[src/rtl/fc_layer_if.sv]
// Signal bundle between the pooling stage, the weight loader and the dense layer.
// master drives samples/weights/start; slave is the fc_layer side.
interface fc_layer_if #(
    parameter int DATA_WIDTH = 16,
    parameter int N_IN       = 9,
    parameter int N_OUT      = 4
);
    localparam int AW = $clog2(N_OUT * N_IN + N_OUT) + 1;
    localparam int IW = $clog2(N_OUT) + 1;

    // Streams are qualified by a single-cycle valid; there is no backpressure,
    // the producer must hold off a new map until o_done.
    logic                  i_start;
    logic [DATA_WIDTH-1:0] i_data;
    logic                  i_valid;
    logic                  i_w_we;
    logic [AW-1:0]         i_w_addr;
    logic [DATA_WIDTH-1:0] i_w_data;
    logic [DATA_WIDTH-1:0] o_data;
    logic                  o_valid;
    logic [IW-1:0]         o_idx;
    logic                  o_busy;
    logic                  o_done;
    logic [1:0]            o_state;

    modport master (
        output i_start, i_data, i_valid, i_w_we, i_w_addr, i_w_data,
        input  o_data, o_valid, o_idx, o_busy, o_done, o_state
    );

    modport slave (
        input  i_start, i_data, i_valid, i_w_we, i_w_addr, i_w_data,
        output o_data, o_valid, o_idx, o_busy, o_done, o_state
    );
endinterface

[src/rtl/fc_layer.sv]
// Dense layer: N_IN Q8.8 samples into N_OUT parallel accumulators, results emitted serially.
// Optional bias registers are enabled with the FC_LAYER_BIAS_EN macro.
module fc_layer #(
    parameter int DATA_WIDTH = 16,
    parameter int N_IN       = 9,
    parameter int N_OUT      = 4,
    parameter int ACC_WIDTH  = 40
) (
    input  logic       i_clk,
    input  logic       i_rst,
    fc_layer_if.slave  bus
);
    localparam int NW  = N_OUT * N_IN;
    localparam int AW  = $clog2(NW + N_OUT) + 1;
    localparam int IW  = $clog2(N_OUT) + 1;
    localparam int WIX = $clog2(NW);
    localparam int CW  = $clog2(N_IN);
    localparam int OW  = $clog2(N_OUT);
    localparam int PW  = 2 * DATA_WIDTH;

    typedef enum logic [1:0] {S_IDLE = 2'd0, S_ACCUM = 2'd1, S_EMIT = 2'd2} state_t;

    state_t                        state_q, state_d;
    logic [CW-1:0]                 in_cnt;
    logic [OW-1:0]                 out_cnt;
    logic signed [ACC_WIDTH-1:0]   acc      [N_OUT];
    logic signed [ACC_WIDTH-1:0]   acc_init [N_OUT];
    logic signed [PW-1:0]          prod     [N_OUT];
    logic signed [DATA_WIDTH-1:0]  w_mem    [NW];
    logic signed [ACC_WIDTH-1:0]   shifted;
    logic [DATA_WIDTH-1:0]         emit_data;
    logic                          w_ok, last_in, last_out, acc_clear, acc_step;

    assign w_ok     = bus.i_w_we && (state_q == S_IDLE);
    assign last_in  = (in_cnt == CW'(N_IN - 1));
    assign last_out = (out_cnt == OW'(N_OUT - 1));

    // Weight file is deliberately not reset; it survives aborted inferences.
    always_ff @(posedge i_clk) begin
        if (w_ok && (int'(bus.i_w_addr) < NW))
            w_mem[bus.i_w_addr[WIX-1:0]] <= bus.i_w_data;
    end

`ifdef FC_LAYER_BIAS_EN
    logic signed [DATA_WIDTH-1:0] bias [N_OUT];
    logic [OW-1:0]                b_idx;

    assign b_idx = OW'(bus.i_w_addr - AW'(NW));

    always_ff @(posedge i_clk) begin
        if (w_ok && (int'(bus.i_w_addr) >= NW) && (int'(bus.i_w_addr) < NW + N_OUT))
            bias[b_idx] <= bus.i_w_data;
    end

    // Q8.8 bias moved up to the Q.16 accumulator alignment.
    always_comb begin
        for (int k = 0; k < N_OUT; k++)
            acc_init[k] = {{(ACC_WIDTH-DATA_WIDTH-8){bias[k][DATA_WIDTH-1]}}, bias[k], 8'b0};
    end
`else
    always_comb begin
        for (int k = 0; k < N_OUT; k++)
            acc_init[k] = '0;
    end
`endif

    always_comb begin
        for (int k = 0; k < N_OUT; k++)
            prod[k] = w_mem[WIX'(k * N_IN) + WIX'(in_cnt)] * $signed(bus.i_data);
    end

    always_ff @(posedge i_clk or negedge i_rst) begin
        if (!i_rst) state_q <= S_IDLE;
        else        state_q <= state_d;
    end

    // Restart in ACCUM wins over a coincident sample, which is dropped.
    always_comb begin
        state_d   = state_q;
        acc_clear = 1'b0;
        acc_step  = 1'b0;
        case (state_q)
            S_IDLE: begin
                if (bus.i_start) begin
                    acc_clear = 1'b1;
                    state_d   = S_ACCUM;
                end
            end
            S_ACCUM: begin
                if (bus.i_start) begin
                    acc_clear = 1'b1;
                end else if (bus.i_valid) begin
                    acc_step = 1'b1;
                    if (last_in) state_d = S_EMIT;
                end
            end
            S_EMIT: begin
                if (last_out) state_d = S_IDLE;
            end
            default: state_d = S_IDLE;
        endcase
    end

    always_ff @(posedge i_clk or negedge i_rst) begin
        if (!i_rst) begin
            in_cnt  <= '0;
            out_cnt <= '0;
            for (int k = 0; k < N_OUT; k++) acc[k] <= '0;
        end else begin
            if (acc_clear) begin
                in_cnt <= '0;
                for (int k = 0; k < N_OUT; k++) acc[k] <= acc_init[k];
            end else if (acc_step) begin
                in_cnt <= last_in ? '0 : in_cnt + 1'b1;
                if (last_in) out_cnt <= '0;
                for (int k = 0; k < N_OUT; k++)
                    acc[k] <= acc[k] + {{(ACC_WIDTH-PW){prod[k][PW-1]}}, prod[k]};
            end
            if (state_q == S_EMIT)
                out_cnt <= last_out ? '0 : out_cnt + 1'b1;
        end
    end

    // Saturate when the bits above the Q8.8 window are not pure sign copies.
    always_comb begin
        shifted = acc[out_cnt] >>> 8;
        if ((&shifted[ACC_WIDTH-1:DATA_WIDTH-1]) || ~(|shifted[ACC_WIDTH-1:DATA_WIDTH-1]))
            emit_data = shifted[DATA_WIDTH-1:0];
        else if (shifted[ACC_WIDTH-1])
            emit_data = {1'b1, {(DATA_WIDTH-1){1'b0}}};
        else
            emit_data = {1'b0, {(DATA_WIDTH-1){1'b1}}};
    end

    assign bus.o_valid = (state_q == S_EMIT);
    assign bus.o_idx   = bus.o_valid ? IW'(out_cnt) : '0;
    assign bus.o_data  = bus.o_valid ? emit_data : '0;
    assign bus.o_done  = bus.o_valid && last_out;
    assign bus.o_busy  = (state_q != S_IDLE);
    assign bus.o_state = state_q;
endmodule

[src/flat_wrapper.sv]
// flat-port wrapper written by rule: the top's interface ports become plain ports
module fc_layer_flat 
#(
    parameter int DATA_WIDTH = 16,
    parameter int N_IN       = 9,
    parameter int N_OUT      = 4,
    parameter int ACC_WIDTH  = 40
)
  (i_clk, i_rst, bus_i_start, bus_i_data, bus_i_valid, bus_i_w_we, bus_i_w_addr, bus_i_w_data, bus_o_data, bus_o_valid, bus_o_idx, bus_o_busy, bus_o_done, bus_o_state);
  fc_layer_if #(.DATA_WIDTH(DATA_WIDTH), .N_IN(N_IN), .N_OUT(N_OUT)) bus_i ();
  input  logic i_clk;
  input  logic i_rst;
  input wire logic [$bits(bus_i.i_start)-1:0] bus_i_start;
  input wire logic [$bits(bus_i.i_data)-1:0] bus_i_data;
  input wire logic [$bits(bus_i.i_valid)-1:0] bus_i_valid;
  input wire logic [$bits(bus_i.i_w_we)-1:0] bus_i_w_we;
  input wire logic [$bits(bus_i.i_w_addr)-1:0] bus_i_w_addr;
  input wire logic [$bits(bus_i.i_w_data)-1:0] bus_i_w_data;
  output wire logic [$bits(bus_i.o_data)-1:0] bus_o_data;
  output wire logic [$bits(bus_i.o_valid)-1:0] bus_o_valid;
  output wire logic [$bits(bus_i.o_idx)-1:0] bus_o_idx;
  output wire logic [$bits(bus_i.o_busy)-1:0] bus_o_busy;
  output wire logic [$bits(bus_i.o_done)-1:0] bus_o_done;
  output wire logic [$bits(bus_i.o_state)-1:0] bus_o_state;
  assign bus_i.i_start = bus_i_start;
  assign bus_i.i_data = bus_i_data;
  assign bus_i.i_valid = bus_i_valid;
  assign bus_i.i_w_we = bus_i_w_we;
  assign bus_i.i_w_addr = bus_i_w_addr;
  assign bus_i.i_w_data = bus_i_w_data;
  assign bus_o_data = bus_i.o_data;
  assign bus_o_valid = bus_i.o_valid;
  assign bus_o_idx = bus_i.o_idx;
  assign bus_o_busy = bus_i.o_busy;
  assign bus_o_done = bus_i.o_done;
  assign bus_o_state = bus_i.o_state;
  fc_layer #(.DATA_WIDTH(DATA_WIDTH), .N_IN(N_IN), .N_OUT(N_OUT), .ACC_WIDTH(ACC_WIDTH)) u_core (.i_clk(i_clk), .i_rst(i_rst), .bus(bus_i));
endmodule
[config.mk]
export PLATFORM = sky130hd
export DESIGN_NAME = fc_layer_flat
export DESIGN_NICKNAME = d
export VERILOG_FILES = /design/src/rtl/fc_layer_if.sv /design/src/rtl/fc_layer.sv /design/src/flat_wrapper.sv
export SDC_FILE = /design/constraint.sdc
export NUM_CORES = 2
export LEC_CHECK = 0
export BUFFER_PORTS_ARGS = -buffer_cell sky130_fd_sc_hd__clkbuf_2
export CELL_PAD_IN_SITES_DETAIL_PLACEMENT = 0
export CELL_PAD_IN_SITES_GLOBAL_PLACEMENT = 1
export CORE_MARGIN = 2
export CORE_UTILIZATION = 54
export DETAILED_ROUTE_END_ITERATION = 8
export PLACE_DENSITY = 0.88
export SLEW_MARGIN = 20
export SYNTH_ARGS = -nofsm -noshare
export SYNTH_HDL_FRONTEND = slang
export SYNTH_SLANG_ARGS = --single-unit
[constraint.sdc]
create_clock -name i_clk -period 13.2 [get_ports i_clk]
set_input_delay 1.98 -clock i_clk [delete_from_list [all_inputs] [get_ports i_clk]]
set_output_delay 1.98 -clock i_clk [all_outputs]
set_load 0.02 [all_outputs]
==> impl_metrics.env <==
export IMPL_status="finished, final reports clean"
export IMPL_vias=60790
export IMPL_vias_per_cell=6.303
export IMPL_yosysTopAreaCellShare=0.2455
export IMPL_setup_tns_ns=0
export IMPL_skew_ns=0.1241
export IMPL_synth_edf_count=576
export IMPL_yosys_cell_types_count=93
export IMPL_core_area_um2=158000
export IMPL_synthAdderAreaFrac=0.3177
export IMPL_muxShareOfSynthArea=0.1547
export IMPL_cts_resized=0
export IMPL_drv_slew=0
export IMPL_drive_gt1_frac=0.1303
export IMPL_place_gp_congestion=0.9530
export IMPL_fin_crit_sh=0.9109
export IMPL_critPathSlowestCell="mux2i_1"
export IMPL_ys_seq_elements=744
export IMPL_cpMostUsedCell="fa_1"
export IMPL_utilization=0.5766
export IMPL_grt_pass1_wl_um=383200
export IMPL_rsz0062_at_grt="no"
export IMPL_stdcell_area_um2=91110
export IMPL_cp_arrival_ns=12.63
export IMPL_reg2reg_depth=42
export IMPL_synth_top_family_by_area="adder cells"
export IMPL_max_cap_violations=0
export IMPL_num_rows=146
export IMPL_critPathKind="reg -> reg"
export IMPL_fmax_ghz=0.08317
export IMPL_start_util=0.5429
export IMPL_end_kind="register"
export IMPL_placed_cell_area_um2=88320
export IMPL_synthXorXnorAreaFrac=0.02796
export IMPL_dp_slack_ns=1.523
export IMPL_critPathBufInv=7
export IMPL_die_h_um=402.6
export IMPL_synth_compound_area_share=0.07225
export IMPL_wire_per_inst_um=26.14
export IMPL_avgSynthCellArea_um2=11.29
export IMPL_grt_usage=0.3136
export IMPL_postSynthCellCount=7599
export IMPL_drc=0
export IMPL_numCtsBuffers=84
export IMPL_synth_most_common_cell="inv_1"
export IMPL_syn_to_final_growth_pct=6.221
export IMPL_min_path_cells=2
export IMPL_holdBufCountCts=0
export IMPL_root_buffer="clkbuf_16"
export IMPL_io_buffers=66
export IMPL_synth_simple_gate_area_frac=0.1007
export IMPL_grt_pass1_vias=62990
export IMPL_grt_max_degree=137
export IMPL_drtAntennaViolNets=0
export IMPL_synth_area_top_cells="fa_1 (25%), edfxtp_1 (20%), mux4_2 (14%)"
export IMPL_insertion_delay_ns=0.77
export IMPL_worstMarginPinSlew_ns=1.229
export IMPL_hold_path_class="reg -> reg"
export IMPL_clkTransAtPathRegs_ns=0.07
export IMPL_dpl_hpwl_um=179900
export IMPL_synthArstFlopShare=0.2258
export IMPL_synth_warnings=0
export IMPL_design_die_area_um2=162100
export IMPL_synth_top_area_cell="fa_1"
export IMPL_post_cts_setup_buffers=0
export IMPL_cts_path_max_buffers=3
export IMPL_synth_top_cells_by_count="inv_1 (1242), fa_1 (1052), nand2_1 (761), edfxtp_1 (576), mux4_2 (544)"
export IMPL_crit_required_ns=13.80
export IMPL_cp_max_fo=93
export IMPL_cts_sinks=744
export IMPL_cp_start_kind="register"
export IMPL_cp_depth=42
export IMPL_min_period_ns=12.02
export IMPL_syn_nets=9190
export IMPL_critical_path_max_stage_delay_ns=0.55
export IMPL_hold_viol_final=0
export IMPL_relSlewSlack=0.1785
export IMPL_grt_overflow=0
export IMPL_cts_tree="built"
export IMPL_die_x_um=402.6
export IMPL_drtPass1Iterations=6
export IMPL_yosysSeqAreaShare=0.2507
export IMPL_setup_viol=0
export IMPL_worst_slack_ns=1.176
export IMPL_synthFlopType="edfxtp_1"
export IMPL_cts_htree_levels=3
export IMPL_ios=68
export IMPL_fin_nets=9091
export IMPL_synth_area_um2=85780
export IMPL_drt_iter0_drc=6667
export IMPL_antenna_found_initial=9
export IMPL_crit_family="adder cells"
export IMPL_drt_wl_total_um=252100
## registers in the layout, summed over array words and instances, names as in the netlist
| signal | count |
|---|---|
| u_core.out_cnt | 2 |
| u_core.w_mem | 576 |
| u_core.in_cnt | 4 |
| u_core.bus.o_state | 2 |
| u_core.acc | 160 |
## area by class of cell
type	instances	area, um^2
fill	12600	66900
sequential	744	21510
inverter	1249	4688
antenna	5	12.51
tap	2072	2592
timing repair buffer	190	1450
clock buffer	102	2190
multi-input combinational	5231	58120
clock inverter	52	551.8
## per-stage QoR
| step | std cells | hold WS [ns] |
|---|---|---|
| floorplan | 7599 | 0.4551 |
| global placement | 9485 | 0.4670 |
| detailed placement | 9485 | 0.4728 |
| CTS | 9639 | 0.4884 |
| global route | 9640 | 0.5014 |
| finish | 9645 | 0.4854 |
## worst register-to-register path: cells and delay by family (launching register included)
family	cells	cell delay (ns)
multiplexers	4	1.63
AO/OA/AOI/OAI	16	3.50
buffers and inverters	7	1.28
AND/OR/NAND/NOR	4	0.79
flip-flops	1	0.52
XOR/XNOR	2	0.33
adder cells (fa/ha/maj)	9	3.81
## per-layer routing
metal | global-route usage | routed length, um
met5 | 0 | 91
met2 | 0.5009 | 118800
met1 | 0.4015 | 91280
met4 | 0.1637 | 15320
met3 | 0.07280 | 26680
## worst paths after layout
path	to	slack (ns)	start
setup / recovery	u_core.acc[38]	1.18	u_core.in_cnt[1]
hold / removal	u_core.acc[124]	0.49	u_core.acc[124]
setup reg to reg	u_core.acc[38]	1.18	u_core.in_cnt[1]
hold reg to reg	u_core.acc[124]	0.49	u_core.acc[124]
max in group asynchronous	u_core.acc[129]	9.84	i_rst
min in group asynchronous	u_core.bus.o_state[0]	1.24	i_rst
## logic make-up after synthesis
kind of cell | after synthesis
XOR/XNOR | 273
adder cells (fa/ha/maj) | 1547
flip-flops | 744
multiplexers | 642
AO/OA/AOI/OAI | 978
AND/OR/NAND/NOR | 1790
other | 1
buffers and inverters | 1624
## cell usage in the layout, fill, tap and decap left out, drive strengths merged, types with 23 or more instances in the layout
cell	n
edfxtp	576
mux4	544
nand3	45
nand2b	58
o21bai	37
fa	1052
xor2	86
a21o	140
or2	31
mux2i	86
and3	23
and2	433
dfrtp	168
o21a	38
ha	495
clkinv	44
nor3	35
xnor2	187
nor2b	74
clkbuf	167
nand2	761
nand4	33
a21oi	255
buf	125
nor2	242
o21ai	297
inv	1250
Power is left out: the tool's default activity adds up to more than one toggle a clock period on the data nets, which glitch-free logic cannot reach.
